## config.mk

```make
export PLATFORM = sky130hd
export DESIGN_NAME = instr_fetch_unit
export DESIGN_NICKNAME = d
export VERILOG_FILES = /design/src/rtl/mips_pkg.sv /design/src/rtl/if_id_reg.sv /design/src/rtl/instr_fetch_unit.sv
export SDC_FILE = /design/constraint.sdc
export NUM_CORES = 1
export LEC_CHECK = 0
export ABC_AREA = 1
export CAP_MARGIN = 0
export CORE_ASPECT_RATIO = 1.4
export CORE_MARGIN = 4
export CORE_UTILIZATION = 45
export CTS_BUF_LIST = sky130_fd_sc_hd__clkbuf_16
export CTS_CLUSTER_SIZE = 25
export DETAILED_ROUTE_END_ITERATION = 8
export GPL_TIMING_DRIVEN = 0
export PLACE_DENSITY = 0.91
export SLEW_MARGIN = 20
export SYNTH_ARGS = -nofsm -noshare
export SYNTH_HDL_FRONTEND = slang
export SYNTH_SLANG_ARGS = --single-unit
export TNS_END_PERCENT = 20
```

## constraint.sdc

```tcl
create_clock -name clk -period 2 [get_ports clk]
set_input_delay 0.4 -clock clk [delete_from_list [all_inputs] [get_ports clk]]
set_output_delay 0.4 -clock clk [all_outputs]
set_load 0.03 [all_outputs]
```

## src/rtl/mips_pkg.sv

```systemverilog
// Shared definitions for the MIPS front end: NOP encoding, reset PC,
// fetch-state encoding, the IF/ID payload record and address helpers.
package mips_pkg;

   // All-zero word decodes as sll $0,$0,0, the canonical MIPS NOP.
   localparam logic [31:0] MIPS_NOP         = 32'h0000_0000;

   // Default byte address of the first fetched instruction.
   localparam logic [31:0] PC_RESET_DEFAULT = 32'h0000_0000;

   // Fetch state encoding. Kept as plain constants so older tools and
   // hand-written netlists can use the same values.
   typedef logic [0:0] fetch_state_t;
   localparam logic [0:0] FS_RUN    = 1'b0;
   localparam logic [0:0] FS_HALTED = 1'b1;

   // Payload carried by the IF/ID pipeline register.
   typedef struct packed {
      logic [31:0] instr;
      logic [31:0] pc;
      logic [31:0] pc_plus4;
   } if_id_t;

   // Force a byte address onto a word boundary.
   function automatic logic [31:0] word_align(input logic [31:0] addr);
      return {addr[31:2], 2'b00};
   endfunction

   // True when a byte address does not sit on a word boundary.
   function automatic logic is_misaligned(input logic [31:0] addr);
      return |addr[1:0];
   endfunction

endpackage : mips_pkg

```

## src/rtl/if_id_reg.sv

```systemverilog
// IF/ID pipeline register. Bubble wins over load; with neither asserted the
// register holds, which is how a stall is realised.
module if_id_reg
   import mips_pkg::*;
(
   input  logic   clk,
   input  logic   rst,
   input  logic   i_load,
   input  logic   i_bubble,
   input  if_id_t i_data,
   output if_id_t o_data,
   output logic   o_valid
);

   if_id_t r_data;
   logic   r_valid;

   // Capture a new instruction, squash to a NOP bubble, or hold.
   always_ff @(posedge clk) begin
      if (rst) begin
         r_data.instr    <= MIPS_NOP;
         r_data.pc       <= 32'h0;
         r_data.pc_plus4 <= 32'h0;
         r_valid         <= 1'b0;
      end else if (i_bubble) begin
         // Only the instruction word is cleared; the PC fields keep their
         // last value since decode ignores them while valid is low.
         r_data.instr <= MIPS_NOP;
         r_valid      <= 1'b0;
      end else if (i_load) begin
         r_data  <= i_data;
         r_valid <= 1'b1;
      end
   end

   assign o_data  = r_data;
   assign o_valid = r_valid;

endmodule : if_id_reg

```

## src/rtl/instr_fetch_unit.sv

```systemverilog
// Fetch stage: owns the PC, addresses the instruction ROM combinationally and
// registers the returned word into IF/ID. Control priority is reset, halt,
// redirect, flush, stall, then sequential fetch.
module instr_fetch_unit
   import mips_pkg::*;
#(
   parameter logic [31:0] PC_RESET = PC_RESET_DEFAULT,
   parameter int          ROM_AW   = 10
)
(
   input  logic              clk,
   input  logic              rst,
   input  logic              stall,
   input  logic              flush,
   input  logic              redirect_valid,
   input  logic [31:0]       redirect_target,
   input  logic              halt,
   output logic [ROM_AW-1:0] rom_addr,
   input  logic [31:0]       rom_data_in,
   output logic [31:0]       if_instr,
   output logic [31:0]       if_pc,
   output logic [31:0]       if_pc_plus4,
   output logic              if_valid,
   output logic [31:0]       pc_out,
   output logic              misalign_err
);

   fetch_state_t r_state;
   logic [31:0]  r_pc;
   logic         r_misalign;

   fetch_state_t w_state_next;
   logic [31:0]  w_pc_next;
   logic [31:0]  w_pc_plus4;
   logic         w_if_load;
   logic         w_if_bubble;
   logic         w_misalign_set;
   if_id_t       w_if_in;
   if_id_t       w_if_out;

   // Sequential successor; wraps modulo 2^32 by construction.
   assign w_pc_plus4 = r_pc + 32'd4;

   // Next-state, next-PC and IF/ID control decode in priority order.
   always_comb begin
      w_state_next   = r_state;
      w_pc_next      = r_pc;
      w_if_load      = 1'b0;
      w_if_bubble    = 1'b0;
      w_misalign_set = 1'b0;

      if (r_state == FS_HALTED) begin
         // Frozen until reset; every other control input is ignored.
         w_if_bubble = 1'b1;
      end else if (halt) begin
         // The word being fetched this cycle is dropped and the PC is not
         // updated, even when a redirect arrives in the same cycle.
         w_state_next = FS_HALTED;
         w_if_bubble  = 1'b1;
      end else if (redirect_valid) begin
         // Redirect overrides stall: the target is taken regardless.
         w_pc_next      = word_align(redirect_target);
         w_if_bubble    = 1'b1;
         w_misalign_set = is_misaligned(redirect_target);
      end else if (flush) begin
         w_if_bubble = 1'b1;
         if (!stall) begin
            w_pc_next = w_pc_plus4;
         end
      end else if (!stall) begin
         w_pc_next = w_pc_plus4;
         w_if_load = 1'b1;
      end
   end

   // PC, fetch state and sticky misalignment flag.
   always_ff @(posedge clk) begin
      if (rst) begin
         r_pc       <= word_align(PC_RESET);
         r_state    <= FS_RUN;
         r_misalign <= 1'b0;
      end else begin
         r_pc    <= w_pc_next;
         r_state <= w_state_next;
         if (w_misalign_set) begin
            r_misalign <= 1'b1;
         end
      end
   end

   // The ROM is word addressed; upper PC bits are dropped so fetch wraps.
   assign rom_addr = r_pc[ROM_AW+1:2];

   assign w_if_in.instr    = rom_data_in;
   assign w_if_in.pc       = r_pc;
   assign w_if_in.pc_plus4 = w_pc_plus4;

   if_id_reg u_if_id (
      .clk      (clk),
      .rst      (rst),
      .i_load   (w_if_load),
      .i_bubble (w_if_bubble),
      .i_data   (w_if_in),
      .o_data   (w_if_out),
      .o_valid  (if_valid)
   );

   assign if_instr     = w_if_out.instr;
   assign if_pc        = w_if_out.pc;
   assign if_pc_plus4  = w_if_out.pc_plus4;
   assign pc_out       = r_pc;
   assign misalign_err = r_misalign;

endmodule : instr_fetch_unit

```

Yosys cells after proc, flatten, opt, wreduce, memory -nomap -nowiden
Index checks and enable logic that the tools add are counted. W data, S select, Z words.

Register bits after elaboration: 131. Output and inout bits: 140. Word-level logic and storage cells: 32.

Equal/unequal tests: 1. Bitwise operators: 3. Reductions and logical operators: 4. Add/subtract/negate cells: 1. Muxes and demuxes: 16.

Operators with widths (count): $mux W32 (2); $add A32 B3 Y32 const B (1); $mux W1 (14); $reduce_or A2 Y1 (2); $not A1 Y1 (3); $reduce_and A3 Y1 (1); $ne A2 B1 Y1 const B (1); $reduce_and A2 Y1 (1).

Depth between registers and ports, before layout
Depth in word-level cells: 6. Depth in mapped cells: 10. Gate-level depth less buffers: 10.

Modules after synthesis
From an unflattened synthesis, not the netlist that was laid out.

Cells, all modules: 922. Area total of the unflattened synthesis: 6516.2 um2.

By module, submodules not included: if_id_reg (instances 1, seq. area each 1941.9 um2, area each 4199.0 um2, cells each 557); instr_fetch_unit (instances 1, seq. area each 640.6 um2, area each 2317.2 um2, cells each 365).

Worst setup path before layout
OpenSTA, ideal clock, no wires.

Kind: register -> register. Start: register r_pc[3], in the netlist pc_out[3]. End: register u_if_id.r_data, in the netlist u_if_id.o_data[22]. Period minus slack after synthesis: 1.504 ns. Cell stages (with the launch flop): 11. Arrival time: 1.391 ns. Required time: 1.886 ns. Slack: 0.496 ns. Buffers on the path: 0. Cells stage by stage: dfxtp_1 -> ha_1 -> nand2_2 -> nor2_4 -> nand2_4 -> nor2_4 -> nand2_1 -> nand2_1 -> nand2_1 -> o21bai_1 -> inv_1.

Cells in the longest elaborated chain, start to end: 1.

RTL lines: start: declaration (line instr_fetch_unit.sv:29) `logic [31:0] r_pc;`; start signal: assignment (line instr_fetch_unit.sv:79) `r_pc <= word_align(PC_RESET);`; start signal: assignment (line instr_fetch_unit.sv:83) `r_pc <= w_pc_next;`; $add A32 B3 Y32 (line instr_fetch_unit.sv:42) `assign w_pc_plus4 = r_pc + 32'd4;`; end signal: assignment (line if_id_reg.sv:31) `r_data <= i_data;`; end: declaration (line if_id_reg.sv:15) `if_id_t r_data;`.

No other way between the ends. A chain may end at the register's enable or synchronous reset.

Final worst setup path
Start: register u_if_id.r_data, in the netlist u_if_id.o_data[63]. End: output port if_pc[31].

RTL lines: end: declaration (line instr_fetch_unit.sv:21) `output logic [31:0] if_pc,`.

No word-level cell between the ends.

==> flow_summary.toml <==
[status]
outcome = "complete, no violations"

[worst_setup_path]
r2r_cells = 8
crit_slowest_cell = "clkdlybuf4s50_1"
startpoint_type = "flip-flop"
path_cells = "clkdlybuf4s50_1"
timing.rr.start = "pc_out[2]"
worstPathRequired_ns = 1.60
cpPeakStageDelay_ns = 0.73
rrSetupSlack_ns = 0.14
critPathBufInv = 1
critPathArrivalTime_ns = 1.49
criticalPathCategory = "reg -> out"
cp-end-kind = "output port"
cp_max_fo = 2
critPathTopFamily = "buffers and inverters"
r2r-end = "pc_out[12]"

[worst_hold_path]
holdCritStartpoint = "redirect_valid"
whs_path_depth = 3
hp-class = "in -> reg"
holdPathEnd = "pc_out[30]"

[timing]
fin_tns_setup_ns = 0
slew_headroom_pct = 54.9
hold_viol = 0
worstMarginPinSlew_ns = 0.676
max_freq_ghz = 0.529
post-route-period-util_pct = 94.5
rsz0062_at_grt = "no"
finalSetupViolCount = 0
fin_crit_ns = 1.89
finClkSkew_ns = 0.00769
maxSlewViolCount = 0

[logic_synthesis]
seq_area_frac_synth_pct = 43.1
yosysUniqueCellTypes = 32
yosysWarnings = 0
postSynthCellCount = 789
avgSynthCellArea_um2 = 7.36
synth-seq-cells = 125
synth_area_mm2 = 0.00581
async_flop_share_pct = 0
synthFlopType = "dfxtp_1"
synth-edff-count = 0

[clock_tree]
clock_latency_ns = 0.42
clk_pin_slew_ns = 0.06
cts_tree = "yes"
htreeDepth = 4
cts_buffers = 17
clock_path_buffers = 2
cts_root_buf = "clkbuf_16"
cts_setup_buffers = 0
cts_num_sinks = 125

[die]
die_area_mm2 = 0.0148
die_x_um = 104
ios = 210
die_h_um = 142
rows = 48
initial_utilization_pct = 46.5
coreArea_mm2 = 0.0125

[power_and_ir_drop]
power_density_mw_per_mm2 = 783
peakVddDrop_mv = 0.533
leakage_uw = 0.00349
finalPower_uw = 6680

[job]
drv_cap = 0

[routing]
num_vias = 6103
wire_per_inst_um = 16.5
detail-route-antenna-nets = 0
drtPass1Iterations = 5
drc_errors = 0
drt-initial-drc-count = 398
drt_wl_total_um = 19400
vias_per_cell = 5.18

[grt]
grt_pass1_vias = 5854
grt_max_degree = 17
antenna_found_initial = 0
overflow = 0
grt_pass1_wl_um = 30100
grt_use_total_pct = 25.6

[layout]
most-common-layout-cells = "nand2_1, clkdlybuf4s50_1, dfxtp_1"
area_growth_pct = 46.9
drive_above_1_share_pct = 15.4
diodes = 0
fill_cells = 1008
fin_cells = 1178
finalNetCount = 1086
mostFrequentLayoutCell = "nand2_1"

[placement]
portBuffers = 202
dp_hpwl_um = 14700
dpl.cell_count = 1146
gp_congestion = 0.925
report_power, final:
group          total, µW  leakage [µW]  switching, µW  internal (µW)
Combinational        935       0.00219            514            421
Clock               3070      0.000281           1220           1850
Sequential          2680       0.00102            109           2570
synth_stat cells, drive strengths merged, types with 4 or more instances:
master  instances  area [µm²]
clkbuf         24        90.1
xnor2           4        35.0
o21ai          71         355
o21bai         19         143
o21a            4        30.0
nor2           48         250
inv            50         188
a21oi         121         606
nand3          15        80.1
xor2           11         104
buf            66         495
dfxtp         125        2500
nand2         217         837
routing by layer:
metal	global-route usage, %	routed length [µm]	up-vias
li1	-	-	2948
met1	29.0	7490	2824
met2	45.7	9990	287
met3	5.81	1330	44
met4	12.0	633	0
met5	0	0	-
worst max path at each step:
stage                             from                 end  slack [ns]  depth (start not counted)
floorplan                    pc_out[3]  u_if_id.o_data[22]        0.50                         10
global placement                   rst  u_if_id.o_data[53]       -0.31                          6
detailed placement                 rst  u_if_id.o_data[52]       -0.34                          6
CTS                         pc_out[31]          pc_out[31]       0.005                          2
global route                 pc_out[2]          pc_out[12]       0.005                          8
finish              u_if_id.o_data[63]           if_pc[31]        0.11                          1
logic make-up after synthesis:
logic type / Yosys count / synth area share (%)
AOI/OAI and AO/OA: 220 / 20.1
xor gates and xnor gates: 15 / 2.39
DFF: 125 / 43.1
adders and majority gates: 1 / 0.215
and+or+nand+nor: 286 / 20.8
other: 1 / 0.0645
buffers and inverters: 141 / 13.4
final cells by class:
type	instances	area, µm²	area share, %
Tap cell	150	188	2.20
Multi-Input combinational cell	528	2550	29.9
Timing Repair Buffer	202	1930	22.6
Clock inverter	15	163	1.91
Clock buffer	17	425	4.98
Sequential cell	125	2500	29.3
Inverter	51	191	2.24
Buffer	90	587	6.87
state kept, by name, indices dropped and copies added, names as in the netlist:
signal           flops
pc_out              30
r_state              1
misalign_err         1
u_if_id.o_data      92
u_if_id.o_valid      1
metrics by stage:
step	hold slack (ns)	utilization, %	worst slack (ns)	area (µm²)
after floorplan	0.455	-	0.496	5830
after global placement	0.450	64.4	-0.313	8040
after detailed placement	0.456	64.4	-0.340	8040
after CTS	0.450	68.3	0.00526	8540
after global routing	0.469	68.3	0.00550	8540
final	0.452	68.3	0.111	8540
repair_timing:
action | CTS | global route
setup endpoints to repair | 39 | 11
gates resized for setup | 40 | 3
pin swaps | 0 | 0
hold buffers | 0 | 0
gates cloned | 0 | 0
Note: power is estimated with default switching activity, not from simulation.
